File: config.mk
export PLATFORM = sky130hd
export DESIGN_NAME = alu_pipe_n
export DESIGN_NICKNAME = d
export VERILOG_FILES = /design/src/rtl/alu_pipe_n.sv
export SDC_FILE = /design/constraint.sdc
export NUM_CORES = 1
export LEC_CHECK = 0
export ABC_CLOCK_PERIOD_IN_PS = 5770
export BUFFER_PORTS_ARGS = -buffer_cell sky130_fd_sc_hd__buf_4
export CORE_AREA = 2 2 62 64
export DETAILED_ROUTE_END_ITERATION = 6
export DIE_AREA = 0 0 64 66
export PLACE_DENSITY = 0.92
export SLEW_MARGIN = 20
export SYNTH_ARGS = -nofsm -noshare
export SYNTH_HDL_FRONTEND = slang
export SYNTH_SLANG_ARGS = --single-unit
File: constraint.sdc
create_clock -name clk -period 5.77 [get_ports clk]
set_input_delay 0.2885 -clock clk [delete_from_list [all_inputs] [get_ports clk]]
set_output_delay 0.2885 -clock clk [all_outputs]
set_load 0.01 [all_outputs]
File: src/rtl/alu_pipe_n.sv
// Two-stage pipelined N-bit ALU with valid/ready on both sides and a
// persistent carry/borrow register so ADC/SBC chain across beats.
module alu_pipe_n #(
  parameter int WIDTH       = 4,
  parameter bit PARITY_EVEN = 1'b1
) (
  input  logic             clk,
  input  logic             rst,
  input  logic             in_valid,
  output logic             in_ready,
  input  logic [WIDTH-1:0] a,
  input  logic [WIDTH-1:0] b,
  input  logic [3:0]       op,
  input  logic             clr_cb,
  output logic             out_valid,
  input  logic             out_ready,
  output logic [WIDTH-1:0] y,
  output logic             cf,
  output logic             bf,
  output logic             vf,
  output logic             zf,
  output logic             sf,
  output logic             pf
);
  localparam int W = WIDTH;

  localparam logic [3:0] OP_ADD = 4'h0, OP_SUB = 4'h1, OP_ADC = 4'h2, OP_SBC = 4'h3,
                         OP_AND = 4'h4, OP_OR  = 4'h5, OP_XOR = 4'h6, OP_NOT = 4'h7,
                         OP_SHL = 4'h8, OP_SHR = 4'h9, OP_SAR = 4'hA, OP_ROL = 4'hB,
                         OP_ROR = 4'hC, OP_INC = 4'hD, OP_DEC = 4'hE, OP_CMP = 4'hF;

  logic [W-1:0] a_q, a_d, b_q, b_d;
  logic [3:0]   op_q, op_d;
  logic         clr_q, clr_d, s1_valid_q, s1_valid_d;
  logic         out_valid_q, out_valid_d;
  logic [W-1:0] y_q, y_d;
  logic [5:0]   flg_q, flg_d;
  logic         cf_q, cf_d, bf_q, bf_d;
  logic         s2_adv, accept;

  logic [W-1:0] add_b, sub_b, r_y;
  logic         add_c, sub_c, add_v, sub_v, cin, bin;
  logic [W:0]   sum, dif;
  logic         r_cf, r_bf, r_vf, r_zf, r_sf, r_pf;

  assign s2_adv   = s1_valid_q & (!out_valid_q | out_ready);
  assign in_ready = !rst & (!s1_valid_q | s2_adv);
  assign accept   = in_valid & in_ready;

  // One adder and one subtractor shared by all arithmetic ops.
  always_comb begin
    cin   = cf_q & !clr_q;
    bin   = bf_q & !clr_q;
    add_b = b_q;
    add_c = 1'b0;
    sub_b = b_q;
    sub_c = 1'b0;
    if (op_q == OP_ADC) add_c = cin;
    if (op_q == OP_INC) begin add_b = '0; add_c = 1'b1; end
    if (op_q == OP_SBC) sub_c = bin;
    if (op_q == OP_DEC) begin sub_b = '0; sub_c = 1'b1; end
    sum   = {1'b0, a_q} + {1'b0, add_b} + {{W{1'b0}}, add_c};
    dif   = {1'b0, a_q} - {1'b0, sub_b} - {{W{1'b0}}, sub_c};
    add_v = (a_q[W-1] == add_b[W-1]) & (sum[W-1] != a_q[W-1]);
    sub_v = (a_q[W-1] != sub_b[W-1]) & (dif[W-1] != a_q[W-1]);

    r_y  = '0;
    r_cf = 1'b0;
    r_bf = 1'b0;
    r_vf = 1'b0;
    case (op_q)
      OP_ADD, OP_ADC, OP_INC: begin r_y = sum[W-1:0]; r_cf = sum[W]; r_vf = add_v; end
      OP_SUB, OP_SBC, OP_DEC: begin r_y = dif[W-1:0]; r_bf = dif[W]; r_vf = sub_v; end
      OP_AND: r_y = a_q & b_q;
      OP_OR:  r_y = a_q | b_q;
      OP_XOR: r_y = a_q ^ b_q;
      OP_NOT: r_y = ~a_q;
      OP_SHL: begin r_y = {a_q[W-2:0], 1'b0};     r_cf = a_q[W-1]; end
      OP_SHR: begin r_y = {1'b0, a_q[W-1:1]};     r_cf = a_q[0];   end
      OP_SAR: begin r_y = {a_q[W-1], a_q[W-1:1]}; r_cf = a_q[0];   end
      OP_ROL: begin r_y = {a_q[W-2:0], a_q[W-1]}; r_cf = a_q[W-1]; end
      OP_ROR: begin r_y = {a_q[0], a_q[W-1:1]};   r_cf = a_q[0];   end
      default: begin r_y = a_q; r_bf = dif[W]; r_vf = sub_v; end
    endcase
    r_zf = (op_q == OP_CMP) ? (a_q == b_q) : (r_y == '0);
    r_sf = (op_q == OP_CMP) ? dif[W-1] : r_y[W-1];
    r_pf = PARITY_EVEN ? ~^r_y : ^r_y;
  end

  always_comb begin
    a_d         = a_q;
    b_d         = b_q;
    op_d        = op_q;
    clr_d       = clr_q;
    s1_valid_d  = s1_valid_q;
    out_valid_d = out_valid_q;
    y_d         = y_q;
    flg_d       = flg_q;
    cf_d        = cf_q;
    bf_d        = bf_q;
    if (accept) begin
      a_d        = a;
      b_d        = b;
      op_d       = op;
      clr_d      = clr_cb;
      s1_valid_d = 1'b1;
    end else if (s2_adv) begin
      s1_valid_d = 1'b0;
    end
    // Carry/borrow store moves with the S1->S2 transfer so chained beats see it.
    if (s2_adv) begin
      out_valid_d = 1'b1;
      y_d         = r_y;
      flg_d       = {r_cf, r_bf, r_vf, r_zf, r_sf, r_pf};
      cf_d        = r_cf;
      bf_d        = r_bf;
    end else if (out_ready) begin
      out_valid_d = 1'b0;
    end
  end

  always_ff @(posedge clk) begin
    if (rst) begin
      a_q         <= '0;
      b_q         <= '0;
      op_q        <= '0;
      clr_q       <= 1'b0;
      s1_valid_q  <= 1'b0;
      out_valid_q <= 1'b0;
      y_q         <= '0;
      flg_q       <= '0;
      cf_q        <= 1'b0;
      bf_q        <= 1'b0;
    end else begin
      a_q         <= a_d;
      b_q         <= b_d;
      op_q        <= op_d;
      clr_q       <= clr_d;
      s1_valid_q  <= s1_valid_d;
      out_valid_q <= out_valid_d;
      y_q         <= y_d;
      flg_q       <= flg_d;
      cf_q        <= cf_d;
      bf_q        <= bf_d;
    end
  end

  assign out_valid = out_valid_q;
  assign y         = y_q;
  assign cf        = flg_q[5];
  assign bf        = flg_q[4];
  assign vf        = flg_q[3];
  assign zf        = flg_q[2];
  assign sf        = flg_q[1];
  assign pf        = flg_q[0];
endmodule
==> impl_metrics.csv, run 1 <==
group,metric,value,unit
outcome,status,"finished, final reports clean",
place,dp_hpwl,4060,microns
setup_path,crit_required,6.04,ns
die,io_pins,29,
sta,setup_violations,0,
final_layout,n_antenna_cell,0,
detailed_routing,vias,2113,
die,initial_core_util,59.7,%
global_routing,overflow,0,
clock_network,cts_tree,"yes",
clock_network,cts_htree_levels,1,
die,coreArea,0.00355,sq mm
sta,relSlewSlack,36.2,%
detailed_routing,post_drt_wl_per_cell,16.6,microns
synthesis,synth.cell_area,0.00212,sq mm
setup_path,cp.arrival,4.37,ns
clock_network,cts.path.max_buffers,2,
hold_path,hold_start,"clr_cb",
global_routing,grt_first_pass_wirelength,9220,microns
synthesis,synth.area.top_cells,"dfxtp_1 (24%), ha_1 (11%), nand2_1 (5.8%)",
sta,tns,0,ns
setup_path,reg2reg_from,"op_q[3]",
clock_network,ctsResizeCount,0,
global_routing,grt_use_total,27.9,%
sta,hold_viol,0,
clock_network,postCtsSetupBuffers,0,
final_layout,nets,325,
sta,fmax,0.244,GHz
detailed_routing,first_pass_iters,5,
clock_network,holdBufCountCts,0,
place,place.gp.congestion,0.984,
flow_run,maxCapViolCount,0,
synthesis,syn_area_per_cell,7.88,sq um
clock_network,clock_latency,0.32,ns
sta,timing.final.crit_share,71.2,%
final_layout,utilization,66.0,%
final_layout,area_delta_synth_final,10.6,%
detailed_routing,via_per_inst,6.36,
detailed_routing,ant_nets,0,
setup_path,ff2ff_path_depth,13,
final_layout,drive_gt1_share,13.7,%
synthesis,synthArstFlopShare,0,%
power_and_ir_drop,p_leak,0.000985,uW
setup_path,cp_max_fo,29,
global_routing,antenna_found_initial,0,
synthesis,ys_ff_latch,25,
clock_network,root_buffer,"clkbuf_4",
sta,worst_pin_slew,0.956,ns
sta,min_period,4.11,ns
synthesis,seq_area_frac_synth,23.6,%
synthesis,synthFlopType,"dfxtp_1",
hold_path,holdPathStages,3,
sta,rsz0062_at_grt,"no",
setup_path,start_kind,"register",
synthesis,synth_edf_count,0,
power_and_ir_drop,powerDensity,198,mW/mm^2
setup_path,critPathKind,"reg -> reg",
clock_network,clock-sinks,25,
die,rows,22,
synthesis,synth_top_cell_by_area,"dfxtp_1",
synthesis,yosysTopAreaCellShare,23.6,%
synthesis,synthesis.nets,309,
setup_path,rr_endpoint,"flg_q[0]",
setup_path,end_kind,"register",
die,fp.dieW,64,microns
detailed_routing,drcViolationCount,0,
synthesis,synthTopCellsByCount,"nand2_1 (33), dfxtp_1 (25), a21oi_1 (19), ha_1 (19), inv_1 (16)",
sta,hold-worst-slack,0.140,ns
detailed_routing,drt_iter0_drc,129,
die,dieArea,0.00422,sq mm
place,placement.io_buffers,28,
hold_path,hp-class,"in -> reg",
global_routing,grt_max_degree,34,
synthesis,yosysUniqueCellTypes,54,
synthesis,yosysWarnings,0,
sta,fin_worst_skew,0.00243,ns
power_and_ir_drop,ir_worst_vdd,0.148,mV
detailed_routing,drt-total-wl,5510,microns
synthesis,yosysMostFrequentCell,"nand2_1",
final_layout,fillers,285,
sta,finalMaxSlewViolations,0,
setup_path,r2r_slack,1.66,ns
die,die_h,66,microns
hold_path,hold_end,"clr_q",
synthesis,syn_inst,269,
clock_network,numCtsBuffers,3,
setup_path,critPathLaunch,"op_q[3]",
global_routing,grt_pass1_vias,1986,
clock_network,clk_pin_slew,0.13,ns
==> cell families after synthesis <==
| family | share of synthesized area [%] |
|---|---|
| AO/OA/AOI/OAI | 24.4 |
| buffers and inverters | 6.61 |
| multiplexers | 2.48 |
| XOR/XNOR | 2.48 |
| flip-flops | 23.6 |
| AND/OR/NAND/NOR | 25.4 |
| adder cells (fa/ha/maj) | 15.0 |
==> state kept, by name, summed over array words and instances (netlist names) <==
signal and flops:
b_q 4, s1_valid_q 1, y 4, out_valid 1
a_q 4, clr_q 1, flg_q 6, op_q 4
==> final cells by class <==
type | instances | area (sq um) | share of cell area, %
repair buffers | 29 | 218 | 9.29
well taps | 48 | 60.1 | 2.56
clock buffers | 4 | 26.3 | 1.12
inverters | 16 | 60.1 | 2.56
flip-flops and latches | 25 | 500 | 21.4
multi-input cells | 210 | 1480 | 63.1
==> power by group <==
group / total [uW] / internal, uW / leakage, uW / switching, uW
Combinational: 174 / 80.2 / 0.000764 / 93.8
Sequential: 209 / 185 / 0.000206 / 24.0
Clock: 79.6 / 27.1 / 0.0000150 / 52.5
Total: 463 / 293 / 0.000985 / 170
==> worst max-delay path: stages, from the launching register on <==
cell       delay (ns)
dfxtp_1          0.88
nand4b_1         0.43
a21boi_0         0.25
fa_1             0.43
fa_1             0.42
xor2_1           0.20
a21oi_1          0.09
a311oi_1         0.33
o2111ai_1        0.21
o21ai_0          0.12
ha_1             0.27
xnor2_1          0.17
nand2_1          0.08
a21oi_1          0.16
==> cells in the final DEF, fill, tap and decap left out, drive strengths merged, types with 2 or more instances in the layout <==
cell type,netlist,final
nand2,33,33
buf,11,29
dfxtp,25,25
a21oi,19,19
ha,19,19
inv,16,16
nor2,13,13
o21ai,12,12
nor2b,10,10
o31ai,10,10
and2,9,9
nand3,8,8
nand2b,6,6
nor3,5,5
a211oi,5,5
a21boi,5,5
nand4b,4,4
fa,4,4
clkbuf,7,4
xnor2,3,3
mux2i,3,3
or3,3,3
xor2,3,3
a32o,3,3
o211ai,2,2
mux2,2,2
a21o,2,2
nand3b,2,2
nor4bb,2,2
o2111ai,2,2
a311oi,2,2
o311ai,2,2
==> stage by stage <==
| step | power, uW | setup slack [ns] | std cells | instance area (sq um) |
|---|---|---|---|---|
| after floorplan | 330 | 2.38 | 269 | 2120 |
| after global placement | 374 | 1.94 | 328 | 2320 |
| after detailed placement | 381 | 1.78 | 328 | 2320 |
| after CTS | 460 | 1.76 | 332 | 2340 |
| after global routing | 490 | 1.32 | 332 | 2340 |
| final | 463 | 1.66 | 332 | 2340 |
==> layer usage <==
metal | track usage, % | vias up | part of all wire, %
li1 | - | 1002 | -
met4 | 18.2 | 0 | 5.2
met3 | 5.79 | 33 | 7.6
met2 | 44.4 | 119 | 46
met1 | 34.1 | 959 | 41
met5 | 1.39 | - | 0
==> how the worst max path moves through the flow <==
| stage | to | slack [ns] | cells past startpoint |
|---|---|---|---|
| floorplan | flg_q[0] | 2.38 | 17 |
| global placement | flg_q[0] | 1.94 | 14 |
| detailed placement | flg_q[0] | 1.78 | 14 |
| CTS | flg_q[0] | 1.76 | 14 |
| global route | flg_q[0] | 1.32 | 14 |
| finish | flg_q[0] | 1.66 | 13 |
Note: power is estimated with default switching activity, not from simulation.
==> inputs of run 2 (changes only) <==
==> config.mk (replaced) <==
export PLATFORM = sky130hd
export DESIGN_NAME = alu_pipe_n
export DESIGN_NICKNAME = d
export VERILOG_FILES = /design/src/rtl/alu_pipe_n.sv
export SDC_FILE = /design/constraint.sdc
export NUM_CORES = 1
export LEC_CHECK = 0
export ABC_CLOCK_PERIOD_IN_PS = 4100
export BUFFER_PORTS_ARGS = -buffer_cell sky130_fd_sc_hd__buf_4
export CORE_AREA = 2 2 64 66
export DETAILED_ROUTE_END_ITERATION = 6
export DIE_AREA = 0 0 66 68
export PLACE_DENSITY = 0.87
export SLEW_MARGIN = 20
export SYNTH_ARGS = -nofsm -noshare
export SYNTH_HDL_FRONTEND = slang
export SYNTH_SLANG_ARGS = --single-unit
==> constraint.sdc (replaced) <==
create_clock -name clk -period 4.1 [get_ports clk]
set_input_delay 0.205 -clock clk [delete_from_list [all_inputs] [get_ports clk]]
set_output_delay 0.205 -clock clk [all_outputs]
set_load 0.01 [all_outputs]
==> impl_metrics.csv, run 2 (synthesis results as in run 1) <==
group,metric,value,unit
clock_network,numCtsBuffers,3,
setup_path,critical_path.slowest_cell,"dfxtp_1",
die,dieArea,0.00449,sq mm
power_and_ir_drop,ir_worst_vdd,0.264,mV
setup_path,crit_required,4.30,ns
sta,rsz0062_at_grt,"no",
detailed_routing,first_pass_iters,4,
setup_path,cp.arrival,3.90,ns
global_routing,antenna_found_initial,0,
die,die_h,68,microns
clock_network,ctsResizeCount,0,
clock_network,cts_htree_levels,1,
final_layout,seq_area,500,sq um
sta,fmax,0.270,GHz
detailed_routing,drt_iter0_drc,153,
sta,min_period,3.70,ns
detailed_routing,ant_nets,0,
clock_network,postCtsSetupBuffers,0,
sta,setup_ws,0.398,ns
global_routing,overflow,0,
die,fp.dieW,66,microns
sta,worst_pin_slew,0.668,ns
place,dp_slack,0.494,ns
die,initial_core_util,55.0,%
final_layout,nets,329,
power_and_ir_drop,power_frac_seq,41.4,%
clock_network,cts.path.max_buffers,2,
sta,relSlewSlack,55.5,%
detailed_routing,drcViolationCount,0,
sta,finalMaxSlewViolations,0,
power_and_ir_drop,power.share.clock,21.7,%
detailed_routing,drt-total-wl,5770,microns
setup_path,critPathKind,"reg -> reg",
die,coreArea,0.00386,sq mm
clock_network,cts_tree,"yes",
global_routing,grt_max_degree,27,
hold_path,hp-class,"in -> reg",
global_routing,grt_first_pass_wirelength,9560,microns
place,dp_hpwl,4390,microns
clock_network,holdBufCountCts,0,
global_routing,grt_use_total,27.7,%
power_and_ir_drop,p_leak,0.00101,uW
final_layout,design_area,0.00240,sq mm
power_and_ir_drop,p_switching,249,uW
power_and_ir_drop,p_int,446,uW
setup_path,end_kind,"register",
power_and_ir_drop,powerDensity,290,mW/mm^2
sta,setup_violations,0,
setup_path,critPathMaxStageDelay,0.65,ns
setup_path,cp_max_fo,17,
place,postPlaceCellArea,0.00235,sq mm
final_layout,largest_reg_flops,6,
clock_network,clock-sinks,25,
final_layout,largest_register,"flg_q",
outcome,status,"finished, final reports clean",
final_layout,fillers,317,
die,io_pins,29,
power_and_ir_drop,p_sw_share,35.8,%
flow_run,maxCapViolCount,0,
final_layout,n_antenna_cell,0,
setup_path,path_cells,"nand4b_1, and2_1, fa_1, inv_1, ha_1, nor2b_1, o21ai_0, o311ai_0, a2111o_1, o21ai_0, ha_1, xnor2_1, nand2_1, a21oi_1",
sta,tns,0,ns
die,rows,23,
power_and_ir_drop,p_comb_share,36.9,%
detailed_routing,via_per_inst,6.01,
clock_network,clk_pin_slew,0.09,ns
global_routing,grt_pass1_vias,1990,
final_layout,layout_common_cells,"nand2_1 (33), buf_4 (33), dfxtp_1 (25)",
sta,hold_viol,0,
place,placement.io_buffers,28,
final_layout,drive_gt1_share,15.3,%
setup_path,cpLargestDelayFamily,"adder cells",
clock_network,clock_latency,0.27,ns
place,place.gp.congestion,0.919,
setup_path,cp_num_buf_inv,1,
setup_path,start_kind,"register",
sta,timing.final.crit_share,90.3,%
detailed_routing,post_drt_wl_per_cell,17.1,microns
clock_network,root_buffer,"clkbuf_8",
final_layout,area_delta_synth_final,13.2,%
detailed_routing,vias,2032,
final_layout,multiInputGateArea,0.00148,sq mm
sta,fin_worst_skew,0.00375,ns
## run 2: cell count changes in the layout (fill, tap and decap cells not counted), sizes merged
cell,previous run,this run
clkbuf,4,3
clkinvlp,0,1
buf,29,33
## run 2: worst paths after layout
check	to	slack [ns]	depth (start not counted)	start
worst max-delay path	flg_q[0]	0.40	14	op_q[1]
worst max register to register	flg_q[0]	0.40	14	op_q[1]
worst min register to register	flg_q[0]	0.49	2	flg_q[0]
worst min-delay path	op_q[3]	0.11	3	op[3]
## run 2: worst reg2reg max path, stage by stage, from the launching register on
cell and delay (ns):
dfxtp_1 0.65, nand4b_1 0.29, and2_1 0.26, fa_1 0.53, inv_1 0.05, ha_1 0.31
nor2b_1 0.06, o21ai_0 0.13, o311ai_0 0.14, a2111o_1 0.45, o21ai_0 0.10, ha_1 0.27
xnor2_1 0.15, nand2_1 0.07, a21oi_1 0.18
## run 2: final cells by class
class                   instances  share of cell area, %
flip-flops and latches         25                   20.9
repair buffers                 33                   10.3
clock buffers                   3                   1.72
multi-input cells             210                   61.7
inverters                      16                   2.50
well taps                      50                   2.61
clock inverters                 1                  0.313
## run 2: per-stage QoR
stage	power, uW	cells	hold WS, ns	utilization (%)
global placement	534	334	0.388	60.9
global route	734	338	0.116	62.2
finish	695	338	0.112	62.2
floorplan	465	269	0.304	-
detailed placement	541	334	0.396	60.9
CTS	689	338	0.113	62.2
## run 2: routing by layer
| layer | vias up | GRT usage (%) | wire [microns] |
|---|---|---|---|
| met5 | - | 0 | 0 |
| met4 | 0 | 9.18 | 83 |
| met3 | 9 | 2.47 | 370 |
| met2 | 88 | 49.2 | 2830 |
| met1 | 933 | 35.6 | 2480 |
| li1 | 1002 | - | - |
## run 2: power groups by stage
stage | combinational, uW | sequential (uW) | clock (uW)
6_report | 256 | 288 | 151
5_1_grt | 284 | 291 | 160
4_1_cts | 251 | 287 | 150
3_5_place_dp | 248 | 292 | 0
3_3_place_gp | 242 | 292 | 0
2_1_floorplan | 182 | 283 | 0
